<file path="config.mk">
export PLATFORM = sky130hd
export DESIGN_NAME = rrv64_l2_refill_arb
export DESIGN_NICKNAME = d
export VERILOG_FILES = /design/src/rtl/rrv64_l2_refill_arb.sv
export SDC_FILE = /design/constraint.sdc
export NUM_CORES = 1
export LEC_CHECK = 0
export ABC_AREA = 1
export CAP_MARGIN = 40
export CORE_AREA = 5 5 375 377
export CTS_BUF_LIST = sky130_fd_sc_hd__clkbuf_8
export DETAILED_ROUTE_END_ITERATION = 12
export DIE_AREA = 0 0 380 382
export PLACE_DENSITY = 0.41
export SYNTH_ARGS = -nofsm -noshare
export SYNTH_HDL_FRONTEND = slang
export SYNTH_SLANG_ARGS = --single-unit
</file>
<file path="constraint.sdc">
create_clock -name clk -period 3 [get_ports clk]
set_input_delay 0.9 -clock clk [delete_from_list [all_inputs] [get_ports clk]]
set_output_delay 0.9 -clock clk [all_outputs]
set_load 0.005 [all_outputs]
</file>
<file path="src/rtl/rrv64_l2_refill_arb.sv">
// Round-robin arbiter sharing the L2->SCU AXI read channel among MSHRs; one 4-beat INCR refill burst at a time, 512b line returned to the owner.
// Latency: req_valid to arvalid 1 cycle; rlast (or 4th) beat to resp_valid 1 cycle.
// Backpressure: arvalid/araddr held until arready; rready only in DATA; resp fields held until resp_ready.
module rrv64_l2_refill_arb #(
   parameter int REQ_N  = 4,
   parameter int IDX_W  = 2,
   parameter int ADDR_W = 56,
   parameter int BEAT_W = 128,
   parameter int LINE_W = 512
) (
   input  logic                    clk,
   input  logic                    rst_n,
   input  logic [REQ_N-1:0]        req_valid,
   input  logic [REQ_N*ADDR_W-1:0] req_addr,
   output logic [REQ_N-1:0]        req_gnt,
   output logic                    arvalid,
   input  logic                    arready,
   output logic [ADDR_W-1:0]       araddr,
   output logic [IDX_W-1:0]        arid,
   output logic [7:0]              arlen,
   output logic [2:0]              arsize,
   output logic [1:0]              arburst,
   input  logic                    rvalid,
   output logic                    rready,
   input  logic [BEAT_W-1:0]       rdata,
   input  logic [IDX_W-1:0]        rid,
   input  logic [1:0]              rresp,
   input  logic                    rlast,
   output logic                    resp_valid,
   input  logic                    resp_ready,
   output logic [IDX_W-1:0]        resp_idx,
   output logic [LINE_W-1:0]       resp_line,
   output logic                    resp_err
);

   localparam int NBEAT  = LINE_W / BEAT_W;
   localparam int BCNT_W = $clog2(NBEAT);
   localparam int OFF_W  = $clog2(LINE_W / 8);
   localparam logic [ADDR_W-1:0] LINE_MASK = ~ADDR_W'((1 << OFF_W) - 1);

   typedef enum logic [1:0] {
      S_IDLE,
      S_AR,
      S_DATA,
      S_RESP
   } state_t;

   state_t              state;
   logic [IDX_W-1:0]    rr_ptr;
   logic [IDX_W-1:0]    idx;
   logic [ADDR_W-1:0]   addr;
   logic [BCNT_W-1:0]   beat_cnt;
   logic [LINE_W-1:0]   line;
   logic                err;

   logic                pick_vld;
   logic [IDX_W-1:0]    pick_idx;
   logic [IDX_W-1:0]    cand;
   logic                last_beat;

   assign last_beat = (beat_cnt == BCNT_W'(NBEAT - 1));

   // Round-robin pick: first pending requester at or after rr_ptr. The pointer
   // wraps by natural IDX_W overflow, so REQ_N is expected to equal 2**IDX_W.
   always_comb begin
      pick_vld = 1'b0;
      pick_idx = '0;
      cand     = '0;
      for (int k = REQ_N - 1; k >= 0; k--) begin
         cand = rr_ptr + IDX_W'(k);
         if (req_valid[cand]) begin
            pick_vld = 1'b1;
            pick_idx = cand;
         end
      end
   end

   // Grant pulses in the AR handshake cycle for the latched requester only.
   always_comb begin
      req_gnt = '0;
      if (arvalid && arready) begin
         req_gnt[idx] = 1'b1;
      end
   end

   assign araddr    = addr & LINE_MASK;
   assign arid      = idx;
   assign arlen     = 8'(NBEAT - 1);
   assign arsize    = 3'($clog2(BEAT_W / 8));
   assign arburst   = 2'b01;
   assign resp_idx  = idx;
   assign resp_line = line;
   assign resp_err  = err;

   // Refill FSM: latch a winner, issue AR, collect beats, hand the line back.
   // The line register is not cleared between bursts, so slots missed by a
   // short burst keep their previous contents.
   always_ff @(posedge clk or negedge rst_n) begin
      if (!rst_n) begin
         state      <= S_IDLE;
         rr_ptr     <= '0;
         idx        <= '0;
         addr       <= '0;
         beat_cnt   <= '0;
         line       <= '0;
         err        <= 1'b0;
         arvalid    <= 1'b0;
         rready     <= 1'b0;
         resp_valid <= 1'b0;
      end else begin
         case (state)
            S_IDLE: begin
               if (pick_vld) begin
                  idx     <= pick_idx;
                  addr    <= req_addr[pick_idx*ADDR_W +: ADDR_W];
                  arvalid <= 1'b1;
                  state   <= S_AR;
               end
            end
            S_AR: begin
               if (arready) begin
                  arvalid <= 1'b0;
                  rready  <= 1'b1;
                  rr_ptr  <= idx + IDX_W'(1);
                  state   <= S_DATA;
               end
            end
            S_DATA: begin
               if (rvalid && rready) begin
                  line[beat_cnt*BEAT_W +: BEAT_W] <= rdata;
                  beat_cnt <= beat_cnt + BCNT_W'(1);
                  err      <= err | (rresp != 2'b00) | (rid != idx) | (rlast != last_beat);
                  // Early rlast or a missing rlast both close the burst.
                  if (rlast || last_beat) begin
                     rready     <= 1'b0;
                     resp_valid <= 1'b1;
                     state      <= S_RESP;
                  end
               end
            end
            S_RESP: begin
               if (resp_ready) begin
                  resp_valid <= 1'b0;
                  err        <= 1'b0;
                  beat_cnt   <= '0;
                  state      <= S_IDLE;
               end
            end
            default: begin
               state <= S_IDLE;
            end
         endcase
      end
   end

endmodule
</file>
# == Yosys cells after proc, flatten, opt, wreduce, memory -nomap -nowiden ==
# Cells that the tools add are included.
# op_classes
mux,41
n_lt_le_gt_ge,6
addsub,6
reduce_logical,17
eq_ne,11
n_shift,3
n_bitwise,3
multipliers,1
# ops
op,count
512-bit bitwise mux,1
128-bit by 34-bit variable shift with 512-bit output (first input constant),1
128-bit by 34-bit variable part select with 512-bit output,1
224-bit by 9-bit variable part select with 56-bit output,1
9-bit negator with 34-bit output,1
2-bit 2-to-1 mux,10
1-bit 2-to-1 mux,18
2-bit by 3-bit less-than comparator with 1-bit output (second input constant),5
2-bit inequality test (second input constant),5
1-bit binary-select mux with 2-bit select,4
1-bit one-hot mux with 2 select lines,4
2-bit one-hot mux with 4 select lines,1
4-bit AND reduction,2
2-bit nonzero test,4
2-bit by 1-bit adder with 2-bit output (second input constant),3
2-bit == test (second input constant),3
2-bit AND reduction,3
3-bit AND reduction,2
2-bit by 3-bit multiplier with 5-bit output (second input constant),1
5-bit AND reduction,1
2-bit adder (second input constant),2
4-bit 2-to-1 mux,1
2-bit one-hot mux with 2 select lines,1
1-bit logical AND,3
other kinds (8),10
# totals
in_bits,366
ff_bits,580

# == Depth between registers and ports, before layout ==
# depth
depth_word,9
mapped_depth,15
mapped_depth_nobuf,14

# == Least setup slack after synthesis ==
# No wires, ideal clock.
# synth_path
path_kind,reg2reg
from,reg beat_cnt[0]
to,"reg line[108], in the netlist resp_line[108]"
required_time_ns,2.923
arrival_time_ns,2.314
setup_time_ns,0.077
path_slack_ns,0.609
stages_incl_launch_ff,10
cell_sequence,dfrtp_1 > clkbuf_1 > inv_1 > clkbuf_1 > ha_1 > nor3b_1 > clkbuf_1 > clkbuf_1 > nand2_1 > a21oi_1
# synth_between
elab_chain_cells,3
# synth_lines
item,line_no,source
start: declaration,52,logic [BCNT_W-1:0] beat_cnt;
start signal: assignment,131,beat_cnt <= beat_cnt + BCNT_W'(1);
9-bit negator with 34-bit output *,130,line[beat_cnt*BEAT_W +: BEAT_W] <= rdata;
128-bit by 34-bit variable part select with 512-bit output / 128-bit by 34-bit variable shift with 512-bit output (equally long branches),130,
512-bit bitwise mux *,130,
end signal: indexed assignment,130,
end: declaration,53,logic [LINE_W-1:0] line;
# Mark *: on every way between the ends. The rest lies on a longest branch, timed or not.
# A chain may end at the register's enable or synchronous reset.

# == Final worst setup path ==
# layout_path
from,"reg idx[0], in the netlist arid[0]"
to,out resp_idx[0]
# layout_lines
item,line_no,source
start: declaration,50,logic [IDX_W-1:0] idx;
start signal: assignment,114,idx <= pick_idx;
end: declaration,31,"output logic [IDX_W-1:0] resp_idx,"
# No word-level cell between the ends.

==> summary.txt <==
Run status
  • Status: finished clean

Power
  • Power density over cell area: 1036 nW/um^2
  • Worst vdd ir: 616.5 uV
  • Total chip power: 41320 uW
  • P_leak: 0.01775 uW

Clock tree
  • Clk buf depth: 3
  • Reg clk slew, reported paths: 60 ps
  • CTS Root Cell: clkbuf_8
  • Clk_lat worst skew: 810 ps
  • Inserted Clock Buffers: 110
  • H-tree depth: 3
  • CTS tree: yes
  • CTS sink cnt: 574

Setup path
  • Worst-path fanout max: 4
  • Crit path launch type: flip-flop
  • WS Path Type: flip-flop to primary output
  • Max stage delay on crit path: 440 ps
  • Crit end category: primary output
  • CP Cell Sequence: buf_4 > buf_4 > clkdlybuf4s50_1
  • Worst endpoint required time: 2100 ps
  • Crit-path slowest cell: clkdlybuf4s50_1
  • Most used cell, CP: buf_4
  • CP arrival: 1910 ps

Drt
  • Final ANT Viol Nets: 0
  • Via density: 4.253
  • Drt drc: 0
  • DR pass1 iterations: 5
  • Number of DRC markers in iteration 0: 1451
  • Routed wire per std cell: 21.71 um
  • Drt total wl: 128.8 mm
  • Vias post-DR: 25240

Global route
  • Vias in the first global route: 25490
  • First-pass GRT wire length: 185.0 mm
  • Overflow after GRT: 0
  • GRT Total Usage: 17.10%
  • Largest net degree at the start of global routing: 99
  • Initial antenna violation count: 8

Floorplanning
  • Core area: 136800 um^2
  • DIE AREA: 145200 um^2
  • Total I/O pin count: 959
  • Initial Utilization: 18.76%
  • Row cnt: 136
  • Die Y: 382 um
  • Die Width: 380 um

STA
  • Max Clk Rate: 0.3563 GHz
  • Worst Skew: 66.00 ps
  • Worst hold slack: 480.1 ps
  • Final setup violation count: 0
  • Final Max Slew Viols: 0
  • Slew HR: 41.87%
  • Min cycle time layout: 2807 ps
  • Endpoints failing hold: 0
  • Tightest Pin Transition: 871.9 ps
  • Crit share post-route: 93.55%
  • RSZ-0062 raised after global routing: false

Yosys
  • Post-synthesis mux area share: 0%
  • Avg Cell Area, Syn: 8.218 um^2
  • Post-Synth Adder-Cell Area: 0.7798%
  • Async S/R FF share, synth: 100.0%
  • Warnings from Yosys: 0
  • Seq/Total Area, Yosys: 55.95%
  • Synth Register Bits: 574
  • Cell variety after synth: 32
  • Post-Synth XOR/XNOR Area: 0.1023%
  • Synthesized area: 25670 um^2
  • EDFF count, synth: 0
  • Largest family of logic cells by synthesized area: simple AND/OR/NAND/NOR gates
  • Synth Area in Simple Gates: 26.33%
  • Ys flop type: dfrtp_1
  • Synth Area in Compound Gates: 10.39%
  • Synth Instances: 3124

Place
  • DP HPWL: 94.81 mm
  • Port-buffer cells: 915
  • RePlAce Congestion: 0.8470

Final layout
  • Number of fillers in the final layout: 14780
  • Util after Layout: 29.16%
  • Area Growth Syn to Fin: 55.42%
  • Layout cell share with drive strength beyond 1: 8.339%
  • Final #Nets: 4440

Hold path
  • Worst hold path class: flip-flop to flip-flop

Flow run
  • Max_cap viols: 0
[routing by layer]
layer	global-route usage, %	routed length [um]	vias up
li1	-	-	12000
met1	21.07	54100	12160
met2	28.94	61710	913
met3	5.325	9871	151
met4	4.743	3113	6
met5	0	34	-
[what timing repair did]
item	CTS	global route
hold buffers	1	0
setup endpoints to repair	4	0
buffers inserted	4	0
endpoints found under the hold margin	27	0
resized for setup	8	0
[power breakdown]
group	leakage [uW]	internal [uW]	total, uW	switching (uW)
clock network	0.00128	4210	7900	3690
registers	0.00743	10900	12700	1850
logic	0.00904	9650	20700	11000
[path summary, 6_finish.rpt]
kind                        startpoint        endpoint  slack (ps)  cells after the start
min                           addr[29]        addr[29]         480                      2
max                            arid[0]     resp_idx[0]         190                      3
max in group asynchronous        rst_n   resp_line[14]        1400                      4
min in group asynchronous        rst_n   resp_line[51]         620                      2
max reg2reg                beat_cnt[0]  resp_line[136]         440                      7
min reg2reg                   addr[29]        addr[29]         480                      2
[Yosys cell counts, types with 5 or more instances]
cell	count	area (um^2)
a21oi_1	431	2157
inv_2	5	18.77
o21ai_0	98	490.5
ha_1	16	200.2
buf_4	30	225.2
buf_1	13	48.80
nand2_1	673	2526
clkbuf_1	127	476.7
nor2_1	539	2023
nand3_1	310	1551
nand4_1	54	337.8
or2_2	13	81.33
or2_1	20	125.1
inv_1	103	386.6
buf_2	90	450.4
dfrtp_1	574	14360
[final cells by class]
| type | count | area, um^2 | area share, % |
|---|---|---|---|
| Clock buffer | 131 | 1803 | 4.519 |
| Tap cell | 1794 | 2245 | 5.626 |
| Antenna cell | 2 | 5.005 | 0.01254 |
| Timing Repair Buffer | 1069 | 10890 | 27.30 |
| Clock inverter | 60 | 376.6 | 0.9439 |
| Inverter | 109 | 410.4 | 1.029 |
| Multi-Input combinational cell | 2194 | 9797 | 24.55 |
| Sequential cell | 574 | 14370 | 36.02 |
[cell usage in the layout (no fill, tap or decap), drive strengths merged]
cell,n
a21oi,431
a31oi,1
buf,154
bufinv,3
clkbuf,131
clkdlybuf4s50,910
clkinv,7
clkinvlp,2
conb,19
dfrtp,574
diode,2
dlygate4sd2,4
dlygate4sd3,1
ha,16
inv,157
nand2,677
nand3,312
nand4,54
nor2,542
nor3,4
nor3b,2
o211ai,1
o21ai,99
or2,33
xnor2,3
[kinds of logic after synthesis]
| kind of cell | count (synthesis) |
|---|---|
| simple gates | 1624 |
| flops | 574 |
| compound gates | 532 |
| buf+inv | 373 |
| fa+ha+maj | 16 |
| xor+xnor | 3 |
| other cells | 2 |
[stage by stage]
stage          setup slack [ps]  instances  setup TNS [ps]  area, um^2
3_5_place_dp             -34.52       5735          -150.3       37680
2_1_floorplan             608.9       3141               0       25740
4_1_cts                   42.14       5931               0       39890
3_3_place_gp             0.4485       5735               0       37680
6_report                  193.5       5933               0       39900
5_1_grt                   59.70       5932               0       39900
[registers in the layout, summed over array words and instances, names as in the netlist]
signal / flops
addr: 50
arid: 2
arvalid: 1
beat_cnt: 2
resp_err: 1
resp_line: 512
resp_valid: 1
rr_ptr: 2
rready: 1
state: 2
[critical path: cells and delay by family (launching register included)]
| kind | cells | cell delay [ps] |
|---|---|---|
| buffers and inverters | 3 | 730 |
| flip-flops | 1 | 410 |
No activity file was read; power rests on OpenSTA's default activity.
